===== src/rtl/if_pkg.sv =====
// rtl/if_pkg.sv - shared constants for the instruction-fetch stage
package if_pkg;

    typedef logic [1:0] if_state_t;

    localparam if_state_t ST_IDLE    = 2'd0;
    localparam if_state_t ST_FETCH   = 2'd1;
    localparam if_state_t ST_HELD    = 2'd2;
    localparam if_state_t ST_DISCARD = 2'd3;

    localparam logic [31:0] NOP_INSTR       = 32'h0000_0000;
    localparam logic [31:0] PC_STEP_DEFAULT = 32'd4;

endpackage


===== src/rtl/if_fetch_buf.sv =====
// rtl/if_fetch_buf.sv - instr+addr holding register used while ID is stalled
module if_fetch_buf (
    input  logic        clk,
    input  logic        reset,
    input  logic        load,
    input  logic        clear,
    input  logic [63:0] din,
    output logic [63:0] dout
);

    always_ff @(posedge clk or negedge reset) begin
        if (!reset) begin
            dout <= 64'h0;
        end else if (clear) begin
            dout <= 64'h0;
        end else if (load) begin
            dout <= din;
        end
    end

endmodule


===== src/rtl/if_fetch_unit.sv =====
// rtl/if_fetch_unit.sv - IF stage: PC, imem requests, IF/ID drive; IF_PERF_CNT_EN adds perf counters
module if_fetch_unit
    import if_pkg::*;
#(
    parameter logic [31:0] RESET_PC = 32'h0000_0000,
    parameter logic [31:0] PC_STEP  = PC_STEP_DEFAULT
) (
    input  logic        clk,
    input  logic        reset,
    input  logic        stall,
    input  logic        redirect,
    input  logic [31:0] redirect_pc,
    output logic        imem_req,
    output logic [31:0] imem_addr,
    input  logic [31:0] imem_rdata,
    input  logic        imem_ready,
    output logic [31:0] Instr,
    output logic [31:0] Addr,
    output logic        hold,
    output logic        Flush
`ifdef IF_PERF_CNT_EN
    ,
    output logic [31:0] fetch_cnt,
    output logic [31:0] bubble_cnt
`endif
);

    if_state_t   state, state_nxt;
    logic [31:0] pc, pc_nxt;
    logic [31:0] pending_pc, pending_nxt;
    logic [31:0] pc_inc;
    logic        buf_load, buf_clear;
    logic [63:0] buf_q;
    logic        out_valid;

    assign pc_inc = pc + PC_STEP;

    always_comb begin
        state_nxt   = state;
        pc_nxt      = pc;
        pending_nxt = pending_pc;
        buf_load    = 1'b0;
        buf_clear   = 1'b0;
        case (state)
            ST_IDLE: state_nxt = ST_FETCH;
            ST_FETCH: begin
                if (imem_ready) begin
                    if (redirect) begin
                        pc_nxt = redirect_pc;
                    end else if (stall) begin
                        buf_load  = 1'b1;
                        pc_nxt    = pc_inc;
                        state_nxt = ST_HELD;
                    end else begin
                        pc_nxt = pc_inc;
                    end
                end else if (redirect) begin
                    pending_nxt = redirect_pc;
                    state_nxt   = ST_DISCARD;
                end
            end
            ST_HELD: begin
                if (redirect) begin
                    buf_clear = 1'b1;
                    pc_nxt    = redirect_pc;
                    state_nxt = ST_FETCH;
                end else if (!stall) begin
                    buf_clear = 1'b1;
                    state_nxt = ST_FETCH;
                end
            end
            default: begin
                // A redirect landing in the same cycle as the stale completion is the newest target
                if (redirect) begin
                    pending_nxt = redirect_pc;
                end
                if (imem_ready) begin
                    pc_nxt    = redirect ? redirect_pc : pending_pc;
                    state_nxt = ST_FETCH;
                end
            end
        endcase
    end

    always_ff @(posedge clk or negedge reset) begin
        if (!reset) begin
            state      <= ST_IDLE;
            pc         <= RESET_PC;
            pending_pc <= RESET_PC;
        end else begin
            state      <= state_nxt;
            pc         <= pc_nxt;
            pending_pc <= pending_nxt;
        end
    end

    if_fetch_buf u_buf (
        .clk   (clk),
        .reset (reset),
        .load  (buf_load),
        .clear (buf_clear),
        .din   ({imem_rdata, pc_inc}),
        .dout  (buf_q)
    );

    assign out_valid = ((state == ST_FETCH) & imem_ready) | (state == ST_HELD);
    assign imem_req  = (state == ST_FETCH) | (state == ST_DISCARD);
    assign imem_addr = pc;

    always_comb begin
        if (state == ST_HELD) begin
            Instr = buf_q[63:32];
            Addr  = buf_q[31:0];
        end else if (out_valid) begin
            Instr = imem_rdata;
            Addr  = pc_inc;
        end else begin
            Instr = NOP_INSTR;
            Addr  = 32'h0;
        end
    end

    assign Flush = redirect | (~out_valid & ~stall) | (state == ST_IDLE);
    assign hold  = stall & (state != ST_IDLE);

`ifdef IF_PERF_CNT_EN
    always_ff @(posedge clk or negedge reset) begin
        if (!reset) begin
            fetch_cnt  <= 32'h0;
            bubble_cnt <= 32'h0;
        end else begin
            if (out_valid & ~stall & ~redirect) begin
                fetch_cnt <= fetch_cnt + 32'd1;
            end
            if (Flush) begin
                bubble_cnt <= bubble_cnt + 32'd1;
            end
        end
    end
`endif

endmodule


===== config.mk =====
export PLATFORM = sky130hd
export DESIGN_NAME = if_fetch_unit
export DESIGN_NICKNAME = d
export VERILOG_FILES = /design/src/rtl/if_pkg.sv /design/src/rtl/if_fetch_buf.sv /design/src/rtl/if_fetch_unit.sv
export SDC_FILE = /design/constraint.sdc
export NUM_CORES = 1
export LEC_CHECK = 0
export ABC_AREA = 1
export CAP_MARGIN = 20
export CORE_UTILIZATION = 54
export CTS_BUF_LIST = sky130_fd_sc_hd__clkbuf_4 sky130_fd_sc_hd__clkbuf_8 sky130_fd_sc_hd__clkbuf_16
export CTS_CLUSTER_DIAMETER = 30
export CTS_CLUSTER_SIZE = 28
export DETAILED_ROUTE_END_ITERATION = 6
export PLACE_DENSITY_LB_ADDON = 0.15
export SYNTH_ARGS = -nofsm -noshare
export SYNTH_HDL_FRONTEND = slang
export SYNTH_SLANG_ARGS = --single-unit
export TNS_END_PERCENT = 100

===== constraint.sdc =====
create_clock -name clk -period 5.3 [get_ports clk]
set_input_delay 1.06 -clock clk [delete_from_list [all_inputs] [get_ports clk]]
set_output_delay 1.06 -clock clk [all_outputs]
set_load 0.02 [all_outputs]

==> summary.md, run 1 <==
| Metric | Value |
|---|---|
| Most frequent cells in the layout | nand2_1, inv_1, clkdlybuf4s50_1 |
| Most frequent CP cell | clkdlybuf4s50_1 |
| Adder and majority gate portion of the synthesized area | less than 1% |
| Wire length per cell | 15.3 µm |
| Largest family of logic cells by synthesized area | simple AND/OR/NAND/NOR gates |
| DPL Wire Length | 15.1 mm |
| Total global-route track usage | 29.5% |
| Clk_skew | between 0.008 and 0.009 ns |
| Mapped Area | ~7800 µm² |
| Arrival @ worst endpoint | 3.44 ns |
| Post-synthesis sequential area ratio | between 40% and 50% |
| Post-synthesis simple-gate area fraction | between 20% and 30% |
| Area added between synthesis and finish | 28.6% |
| HP Class | reg -> reg |
| Die Ht | between 100 and 150 µm |
| WL final | approximately 21 mm |
| H-tree depth | 4 |
| Antenna cells | 0 |
| Final net count | around 1300 |
| Area of the multi-input gates | roughly 3500 µm² |
| Clock Path Buffers | 2 |
| Top-area cell type share of the netlist area | between 40% and 50% |
| Worst Setup End Kind | primary output |
| Slack of the critical path | 0.804 ns |
| Top delay family on crit path | buffers and inverters |
| Sequential cell area | 3250 µm² |
| Clock sink count | 130 |
| Crit Path Category | in -> out |
| GPL Wtd Cong | 0.914 |
| IR drop worst, VDD | 0.000447 V |
| Mux cell area share after synthesis | 0% |
| Cell breakdown of the critical path | clkdlybuf4s50_1, nand2_2, nor2_4, inv_2, buf_4, o22ai_1, clkdlybuf4s50_1 |
| CP max stage cell | clkdlybuf4s50_1 |
| I/O Buffers | about 170 |
| Worst-margin pin slew | 1.03 ns |
| Syn Area/Cell | 7.27 µm² |
| Number of antenna-violating nets in the routed design | 0 |
| Setup Viol. Count Final | 0 |
| Ports | 168 |
| Root Buffer | clkbuf_16 |
| Setup TNS Final | 0 ns |
| DRC viols | 0 |
| Req. time, crit path | approximately 4.2 ns |
| Top cells by area, synth | dfrtp_1, nand2_1, inv_1, o22ai_1, o21ai_0 |
| Fin crit period | ~4.5 ns |
| Rel. slew slack | 31.0% |
| Crit path buffers/inverters | 4 |
| Worst-skew pair later-pin latency | 0.41 ns |
| Total CTS buffers | 17 |
| Core Area | between 10000 and 15000 µm² |
| Num rows | between 40 and 50 |
| Iteration-0 DRC Markers | between 500 and 600 |
| Yosys cell types | 36 |
| Drt first pass iters | 7 |
| Pins Over Slew Limit | 0 |
| Die area | ~15000 µm² |
| Routed vias | approximately 7500 |
| Chip width | around 120 µm |
| Post-CTS Resized | 0 |
| Starting Density | 55.7% |
| Commonest non-fill, non-tap cell in the layout | nand2_1 |
| Max frequency | 222 MHz |
| Largest net degree at the start of global routing | between 60 and 70 |
| Vias per cell | 5.36 |
| RSZ-0062 raised after global routing | false |
| Clk slew on worst S/H paths | approximately 0.05 ns |
| Yosys top cell by area | dfrtp_1 |
| Share of post-route cells with drive strength above 1 | around 7.5% |
| Run status | finished clean |
| Slowest cell delay on critical path | 0.64 ns |
| Synth Area in Compound Gates | ~21% |
| Post-CTS Setup Repair Bufs | 0 |
| Filler cell count | between 1000 and 1500 |
| Hold_buf cts | 0 |
| Final hold vios | 0 |
| Synth Register Bits | 130 |
| Max Cap Viol | 0 |
| Vias in the first global route | 6720 |
| Leakage power | between 4 and 5 nW |
| Synth Area in XOR/XNOR | less than 1% |
| Yosys warnings | 0 |
| TritonCTS clock tree | yes |
| First-pass GRT wire length | 34.0 mm |
| Period utilization | around 85% |
| Max FO, Critical Path | 39 |
| Setup slack at placement | 0.831 ns |
| Syn nets | 1145 |
| PwrDens | 622 nW/µm² |
| Startpoint types | primary input |
| Initial antenna violation count | 0 |
| Synth Instances | around 1100 |
| Total gr overflow | 0 |
-- path summary, 6_finish.rpt --
kind / start / to / slack, ns / cells past startpoint
max: imem_ready / Addr[17] / 0.80 / 7
min: u_buf.dout[27]$_DFFE_PN0P_ / u_buf.dout[27]$_DFFE_PN0P_ / 0.49 / 2
max reg2reg: state[0]$_DFFE_PN0P_ / u_buf.dout[42]$_DFFE_PN0P_ / 2.07 / 6
min reg2reg: u_buf.dout[27]$_DFFE_PN0P_ / u_buf.dout[27]$_DFFE_PN0P_ / 0.49 / 2
max in group asynchronous: reset / u_buf.dout[42]$_DFFE_PN0P_ / 3.66 / 2
min in group asynchronous: reset / u_buf.dout[35]$_DFFE_PN0P_ / 0.60 / 1
-- synthesized netlist by cell type --
cell      instances
o21ai_1          13
a31oi_1           1
nor2_4            7
dfrtp_1         130
buf_6            13
a211oi_1          1
buf_2            15
or2_2             2
clkbuf_1         24
nand2_1         287
nand2_4           1
nand3_1          30
nor2_2            3
inv_1           174
nand2_2           5
ha_1              5
a21oi_4           1
a32o_1            1
o22ai_2          21
o211ai_1          2
a21oi_1          34
o21ai_0          91
nand4_1           1
inv_2             7
nand3b_1          3
and2_1            1
inv_4             2
o22ai_1          92
xnor2_1           1
o21ai_4           1
nor4_2            1
buf_4             3
o21bai_1          1
o21ai_2           1
nor2_1           90
xor2_1            6
-- worst min-delay path, stage by stage (launching register included) --
cell and delay [ns]:
dfrtp_1 0.34, nand2_1 0.06, nand2_1 0.05
-- power breakdown --
group          internal (mW)  total [mW]  switching [mW]
combinational           1.21        3.26            2.05
clock                  0.803        1.20           0.394
sequential              1.47        1.77           0.298
-- layer usage --
| metal | share of wire [%] | GRT usage [%] | vias up |
|---|---|---|---|
| met5 | 0 | 0 | - |
| met4 | 2.0 | 11.0 | 0 |
| met3 | 7.2 | 4.26 | 34 |
| met2 | 44 | 44.4 | 347 |
| met1 | 47 | 43.0 | 3413 |
| li1 | - | - | 3716 |
-- logic make-up (layout without fill, tap and decap cells) --
logic type,after synthesis,count (layout)
AOI/OAI and AO/OA,260,260
xor gates and xnor gates,7,7
DFF,130,130
and+or+nand+nor,431,431
adders and majority gates,5,5
buffers and inverters,238,388
-- sequential cells by signal, summed over array words and instances, names as in the netlist --
signal	flops
u_buf.dout	64
imem_addr	32
pending_pc	32
state	2
-- layout make-up --
| type | instances | area share (%) |
|---|---|---|
| sequential | 130 | 32.5 |
| tap | 180 | 2.25 |
| clock inverter | 5 | 1.00 |
| inverter | 183 | 6.91 |
| multi-input combinational | 703 | 35.0 |
| clock buffer | 25 | 5.10 |
| timing repair buffer | 175 | 17.2 |
-- metrics by stage --
| stage | area, µm² | instances | hold WS, ns | util [%] | power [mW] |
|---|---|---|---|---|---|
| finish | 10000 | 1401 | 0.487 | 71.6 | 6.23 |
| global route | 10000 | 1401 | 0.527 | 71.6 | 6.68 |
| CTS | 10000 | 1401 | 0.488 | 71.6 | 6.21 |
| detailed placement | 9400 | 1371 | 0.466 | 67.2 | 4.98 |
| global placement | 9400 | 1371 | 0.468 | 67.2 | 4.92 |
| floorplan | 7780 | 1071 | 0.449 | - | 3.94 |
Note: power is estimated with default switching activity, not from simulation.
==> run 2: changes to the inputs <==
--- a/config.mk
+++ b/config.mk
@@ -7,7 +7,7 @@
 export LEC_CHECK = 0
 export ABC_AREA = 1
 export CAP_MARGIN = 20
-export CORE_UTILIZATION = 54
+export CORE_UTILIZATION = 47
 export CTS_BUF_LIST = sky130_fd_sc_hd__clkbuf_4 sky130_fd_sc_hd__clkbuf_8 sky130_fd_sc_hd__clkbuf_16
 export CTS_CLUSTER_DIAMETER = 30
 export CTS_CLUSTER_SIZE = 28
==> constraint.sdc (replaced) <==
create_clock -name clk -period 4 [get_ports clk]
set_input_delay 0.8 -clock clk [delete_from_list [all_inputs] [get_ports clk]]
set_output_delay 0.8 -clock clk [all_outputs]
set_load 0.02 [all_outputs]
==> run 2 against run 1 <==
  * Sequential power is 32% higher
  * Worst setup slack lost 0.62 ns
  * Clock-buffer cell count stayed put
  * Routed wire length up 0.16%
  * Global-route usage decreased by 3.2 points
  * Register-to-register slack got worse by 0.94 ns
  * Clock skew increased by 0.0016 ns
  * First-iteration DRC count fell by 0.91%
  * Combinational power increased by 33%
  * Cell area rose by 1.1%
  * Largest cell class unchanged
  * Highest routed layer unchanged
==> summary.md, run 2 (synthesized netlist as in run 1, its figures left out) <==
| Metric | Value |
|---|---|
| First-pass GRT wire length | about 34 mm |
| Slack of the critical path | ~0.18 ns |
| Startpoint types | primary input |
| H-tree depth | 4 |
| Setup Viol. Count Final | 0 |
| I/O Buffers | approximately 170 |
| Number of antenna-violating nets in the routed design | 0 |
| Worst Setup End Kind | primary output |
| Leakage power | between 4 and 5 nW |
| Worst-skew pair later-pin latency | 0.42 ns |
| Arrival @ worst endpoint | just over 3 ns |
| Rel. slew slack | 33.6% |
| Share of post-route cells with drive strength above 1 | 7.91% |
| Root Buffer | clkbuf_16 |
| Period utilization | 95.4% |
| Ports | roughly 170 |
| TritonCTS clock tree | yes |
| Routing usage on met1 | roughly 37% |
| HP Class | in -> async |
| RSZ-0062 raised after global routing | false |
| Antenna cells | 0 |
| Wire length per cell | between 10 and 15 µm |
| Run status | finished clean |
| Clk_skew | 0.00998 ns |
| Hold_buf cts | 0 |
| RR Endpoint | u_buf.dout[8]$_DFFE_PN0P_ |
| Pins Over Slew Limit | 0 |
| Clock sink count | 130 |
| R2r worst-path depth | 7 |
| Commonest non-fill, non-tap cell in the layout | nand2_1 |
| Post-CTS Setup Repair Bufs | 0 |
| Max Cap Viol | 0 |
| Num rows | 46 |
| Core Area | about 16000 µm² |
| Max frequency | roughly 260 MHz |
| Internal reg-to-reg setup slack | ~1.1 ns |
| Most frequent cells in the layout | nand2_1, inv_1, clkdlybuf4s50_1 |
| Worst-margin pin slew | 0.994 ns |
| Post-CTS Resized | 0 |
| Fin crit period | around 3.8 ns |
| Clock Path Buffers | 2 |
| Inst Count DP | about 1400 |
| Core Util, Final | approximately 63% |
| Vias per cell | 5.08 |
| GPL Wtd Cong | a little over 0.9 |
| Crit Path Category | in -> out |
| DRC viols | 0 |
| Setup slack at placement | approximately 0.17 ns |
| Non-Filler Instances | around 1400 |
| Total global-route track usage | 26.2% |
| Final hold vios | 0 |
| PwrDens | slightly above 800 nW/µm² |
| IR drop worst, VDD | ~0.00037 V |
| Largest register FFs | 64 |
| Largest net degree at the start of global routing | 77 |
| Iteration-0 DRC Markers | ~550 |
| Die Ht | 131 µm |
| Starting Density | between 40% and 50% |
| Register with the most flip-flops | u_buf.dout |
| Initial antenna violation count | 0 |
| Filler cell count | around 1500 |
| Top Usage Layer GRT | met2 |
| Chip width | 131 µm |
| Clk slew on worst S/H paths | 0.06 ns |
| Area added between synthesis and finish | 30.1% |
| Setup TNS Final | 0 ns |
| Met2 Use GR | between 40 and 50% |
| WL final | between 20 and 25 mm |
| Total CTS buffers | 17 |
| Final Power | about 8.3 mW |
| FF-to-FF Start | state[0]$_DFFE_PN0P_ |
| Total gr overflow | 0 |
| Req. time, crit path | about 3.2 ns |
| Routed vias | between 7000 and 8000 |
| Vias in the first global route | between 6000 and 7000 |
| Die area | 17100 µm² |
| CP endpoint | Instr[5] |
| Final net count | roughly 1300 |
| Max FO, Critical Path | 40 |
| Setup crit start | imem_ready |
| DPL Wire Length | 15.7 mm |
| GRT met3 Usage | ~4.7% |
| Drt first pass iters | 5 |
==> run 2: cell count changes in the layout (fill, tap and decap cells not counted) <==
| cell | delta |
|---|---|
| buf_12 | +2 |
| clkinv_4 | +2 |
| clkinv_2 | -2 |
| clkinvlp_4 | +2 |
| buf_4 | +1 |
==> run 2: worst min path at each step <==
stage / cells after the start / end / from
final: 1 / u_buf.dout[36]$_DFFE_PN0P_ / reset
after global routing: 1 / u_buf.dout[36]$_DFFE_PN0P_ / reset
after detailed placement: 2 / u_buf.dout[28]$_DFFE_PN0P_ / u_buf.dout[28]$_DFFE_PN0P_
after floorplan: 2 / u_buf.dout[27]$_DFFE_PN0P_ / u_buf.dout[27]$_DFFE_PN0P_
after global placement: 2 / u_buf.dout[27]$_DFFE_PN0P_ / u_buf.dout[27]$_DFFE_PN0P_
after CTS: 1 / u_buf.dout[36]$_DFFE_PN0P_ / reset
==> run 2: final cells by class <==
cell class,count,area (µm²),area share (%)
clock buffer,25,510,5.04
tap,216,270,2.67
timing repair buffer,178,1770,17.5
clock inverter,7,123,1.21
multi-input combinational,703,3510,34.6
sequential,130,3250,32.1
inverter,183,692,6.83
==> run 2: power breakdown <==
| part | internal [mW] | leakage, nW | switching (mW) | total, mW |
|---|---|---|---|---|
| sequential | 1.95 | 1.69 | 0.385 | 2.33 |
| clock | 1.08 | 0.308 | 0.561 | 1.64 |
| combinational | 1.63 | 2.62 | 2.69 | 4.32 |
==> run 2: per-layer routing <==
metal / share of wire, % / wire [µm] / vias up
met5: 0 / 0 / -
met4: 2.2 / 470 / 0
met3: 6.3 / 1350 / 33
met2: 44 / 9370 / 235
met1: 48 / 10200 / 3312
li1: - / - / 3740
==> run 2: critical path, cell delays in order <==
cell	delay, ns
clkdlybuf4s50_1	0.60
nand2_2	0.12
nor2_4	0.24
inv_2	0.21
buf_12	0.22
o22ai_1	0.15
clkdlybuf4s50_1	0.63
==> run 2: through the flow <==
step                      hold WS, ns  cell area (µm²)
after detailed placement        0.474             9490
after floorplan                 0.449             7780
after global routing            0.479            10100
after CTS                       0.447            10100
final                           0.431            10100
after global placement          0.462             9490
==> run 3: changes to the inputs <==
--- a/config.mk
+++ b/config.mk
@@ -7,7 +7,9 @@
 export LEC_CHECK = 0
 export ABC_AREA = 1
 export CAP_MARGIN = 20
-export CORE_UTILIZATION = 47
+export CELL_PAD_IN_SITES_DETAIL_PLACEMENT = 0
+export CELL_PAD_IN_SITES_GLOBAL_PLACEMENT = 2
+export CORE_UTILIZATION = 29
 export CTS_BUF_LIST = sky130_fd_sc_hd__clkbuf_4 sky130_fd_sc_hd__clkbuf_8 sky130_fd_sc_hd__clkbuf_16
 export CTS_CLUSTER_DIAMETER = 30
 export CTS_CLUSTER_SIZE = 28
==> constraint.sdc (replaced) <==
create_clock -name clk -period 4.1 [get_ports clk]
set_input_delay 0.82 -clock clk [delete_from_list [all_inputs] [get_ports clk]]
set_output_delay 0.82 -clock clk [all_outputs]
set_load 0.02 [all_outputs]
==> run 3 against run 2 <==
  * The flow now finishes with violations (design-rule violations)
  * Largest power group unchanged
  * Die area up 61%
  * First-iteration DRC count fell by 14%
  * Non-clock buffer count grew 3
  * Clock skew up 0.0050 ns
  * Largest cell class unchanged
  * Core utilization decreased by 24 points
  * Clock-buffer cell count down 8
  * Register-to-register slack improved by 0.32 ns
  * Sequential power about the same
  * Power barely moved
  * Cell area rose by 1.9%
==> summary.md, run 3 (synthesized netlist as in run 1, its figures left out) <==
| Metric | Value |
|---|---|
| Run status | complete, but fails checks |
| Failing checks | design-rule violations |
| Internal reg-to-reg setup slack | 1.45 ns |
| Req. time, crit path | 3.28 ns |
| Number of antenna-violating nets in the routed design | 0 |
| Num rows | 59 |
| Post-CTS Setup Repair Bufs | 0 |
| PwrDens | between 800 and 900 nW/µm² |
| Switching Power | 3.79 mW |
| RR Endpoint | u_buf.dout[45]$_DFFE_PN0P_ |
| Sw frac | 45.7% |
| Vias per cell | about 4.6 |
| Most frequent cells in the layout | nand2_1, inv_1, clkdlybuf4s50_1 |
| Setup TNS Final | 0 ns |
| Pins Over Slew Limit | 0 |
| DPL Wire Length | between 15 and 20 mm |
| IR drop worst, VDD | roughly 0.00028 V |
| Clk_skew | between 0.015 and 0.02 ns |
| DRC viols | 19 |
| Worst-margin pin slew | about 1.0 ns |
| R2r worst-path depth | 6 |
| Max frequency | ~260 MHz |
| RSZ-0062 raised after global routing | false |
| Total gr overflow | 0 |
| Final hold vios | 0 |
| Fin crit period | roughly 3.9 ns |
| Routed vias | just over 7000 |
| Rel. slew slack | about 30% |
| Worst Setup End Kind | primary output |
| Antenna cells | 0 |
| WL final | 25.5 mm |
| Initial antenna violation count | 0 |
| Filler cell count | approximately 2800 |
| Share of power burned in registers | 27.8% |
| Drt first pass iters | 7 |
| Core Area | ~26000 µm² |
| Inst Count DP | about 1500 |
| Combinational Power Share | between 50% and 60% |
| I/O Buffers | roughly 170 |
| Die area | around 28000 µm² |
| Root Buffer | clkbuf_16 |
| Iteration-0 DRC Markers | between 400 and 500 |
| Worst-skew pair later-pin latency | between 0.4 and 0.5 ns |
| Largest register FFs | between 60 and 70 |
| Wire length per cell | 16.3 µm |
| Largest net degree at the start of global routing | 70 |
| Post-CTS Resized | 0 |
| Hold_buf cts | 0 |
| Period utilization | a little over nine tenths |
| Leakage power | 4.64 nW |
| GPL Wtd Cong | around 0.8 |
| H-tree depth | 4 |
| Area added between synthesis and finish | 32.5% |
| Max FO, Critical Path | 33 |
| Die Ht | 166 µm |
| FF-to-FF Start | state[0]$_DFFE_PN0P_ |
| Chip width | between 150 and 200 µm |
| Non-Filler Instances | between 1500 and 2000 |
| Register with the most flip-flops | u_buf.dout |
| Final net count | between 1000 and 1500 |
| TritonCTS clock tree | yes |
| Total global-route track usage | 19.1% |
| Internal cell power | approximately 4.5 mW |
| Area of the multi-input gates | between 3000 and 4000 µm² |
| Setup Viol. Count Final | 0 |
| Ports | approximately 170 |
| Starting Density | ~30% |
| Clock Path Buffers | 2 |
| First-pass GRT wire length | just over 40 mm |
| Share of post-route cells with drive strength above 1 | under 10% |
| Max Cap Viol | 0 |
| Arrival @ worst endpoint | 3.05 ns |
| Clk slew on worst S/H paths | about 0.070 ns |
| HP Class | in -> async |
| Commonest non-fill, non-tap cell in the layout | nand2_1 |
| Clk pwr share | 19.8% |
| Vias in the first global route | 7125 |
| Clock sink count | 130 |
| Total CTS buffers | 17 |
| Startpoint types | flip-flop |
| Sequential cell area | 3250 µm² |
| Crit Path Category | reg -> out |
==> run 3: changes by cell type in the layout (fill, tap and decap cells not counted) <==
cell / change
buf_12: +2
buf_6: +1
clkbuf_4: -4
inv_6: +6
clkinvlp_4: -1
inv_8: +2
clkbuf_8: -4
clkinv_2: +1
==> run 3: worst max path at each step <==
| stage | cells past startpoint | from | slack, ns | endpoint |
|---|---|---|---|---|
| 6_report | 8 | state[0]$_DFFE_PN0P_ | 0.23 | Addr[9] |
| 3_3_place_gp | 7 | imem_ready | 0.32 | Addr[8] |
| 2_1_floorplan | 9 | imem_addr[2]$_DFFE_PN0P_ | 1.37 | Addr[22] |
| 5_1_grt | 8 | state[0]$_DFFE_PN0P_ | 0.03 | Instr[15] |
| 3_5_place_dp | 7 | imem_ready | 0.29 | Addr[9] |
| 4_1_cts | 8 | state[0]$_DFFE_PN0P_ | 0.17 | Addr[9] |
==> run 3: layout make-up <==
class | count | area share (%)
Inverter | 183 | 6.71
Multi-Input combinational cell | 703 | 34.0
Timing Repair Buffer | 181 | 17.7
Clock inverter | 15 | 1.89
Clock buffer | 17 | 4.12
Sequential cell | 130 | 31.5
Tap cell | 335 | 4.06
==> run 3: layer usage <==
layer	vias up	part of all wire (%)	track usage [%]
met5	-	0	0
met4	0	0.81	4.47
met3	12	4.1	3.00
met2	164	41	27.9
met1	3195	54	29.2
li1	3751	-	-
==> run 3: per-stage QoR <==
| stage | hold WS (ns) | total power [mW] | area, µm² | worst slack [ns] | util [%] |
|---|---|---|---|---|---|
| after global placement | 0.465 | 6.67 | 9670 | 0.323 | 36.9 |
| after global routing | 0.410 | 8.98 | 10300 | 0.0296 | 39.4 |
| after floorplan | 0.449 | 5.10 | 7780 | 1.37 | - |
| final | 0.365 | 8.30 | 10300 | 0.227 | 39.4 |
| after CTS | 0.392 | 8.36 | 10300 | 0.172 | 39.3 |
| after detailed placement | 0.473 | 6.68 | 9670 | 0.287 | 36.9 |
==> run 3: power groups by stage <==
stage | logic, mW | clock network, mW | registers [mW]
6_report | 4.35 | 1.64 | 2.30
4_1_cts | 4.38 | 1.68 | 2.30
3_3_place_gp | 4.36 | 0 | 2.31
5_1_grt | 4.87 | 1.74 | 2.38
2_1_floorplan | 2.75 | 0 | 2.35
3_5_place_dp | 4.36 | 0 | 2.33
==> run 3: worst max-delay path, stage by stage (launching register included) <==
cell	delay [ns]
dfrtp_1	0.41
inv_1	0.11
ha_1	0.35
buf_4	0.23
nor2_4	0.22
inv_2	0.26
buf_12	0.25
o22ai_1	0.15
clkdlybuf4s50_1	0.63
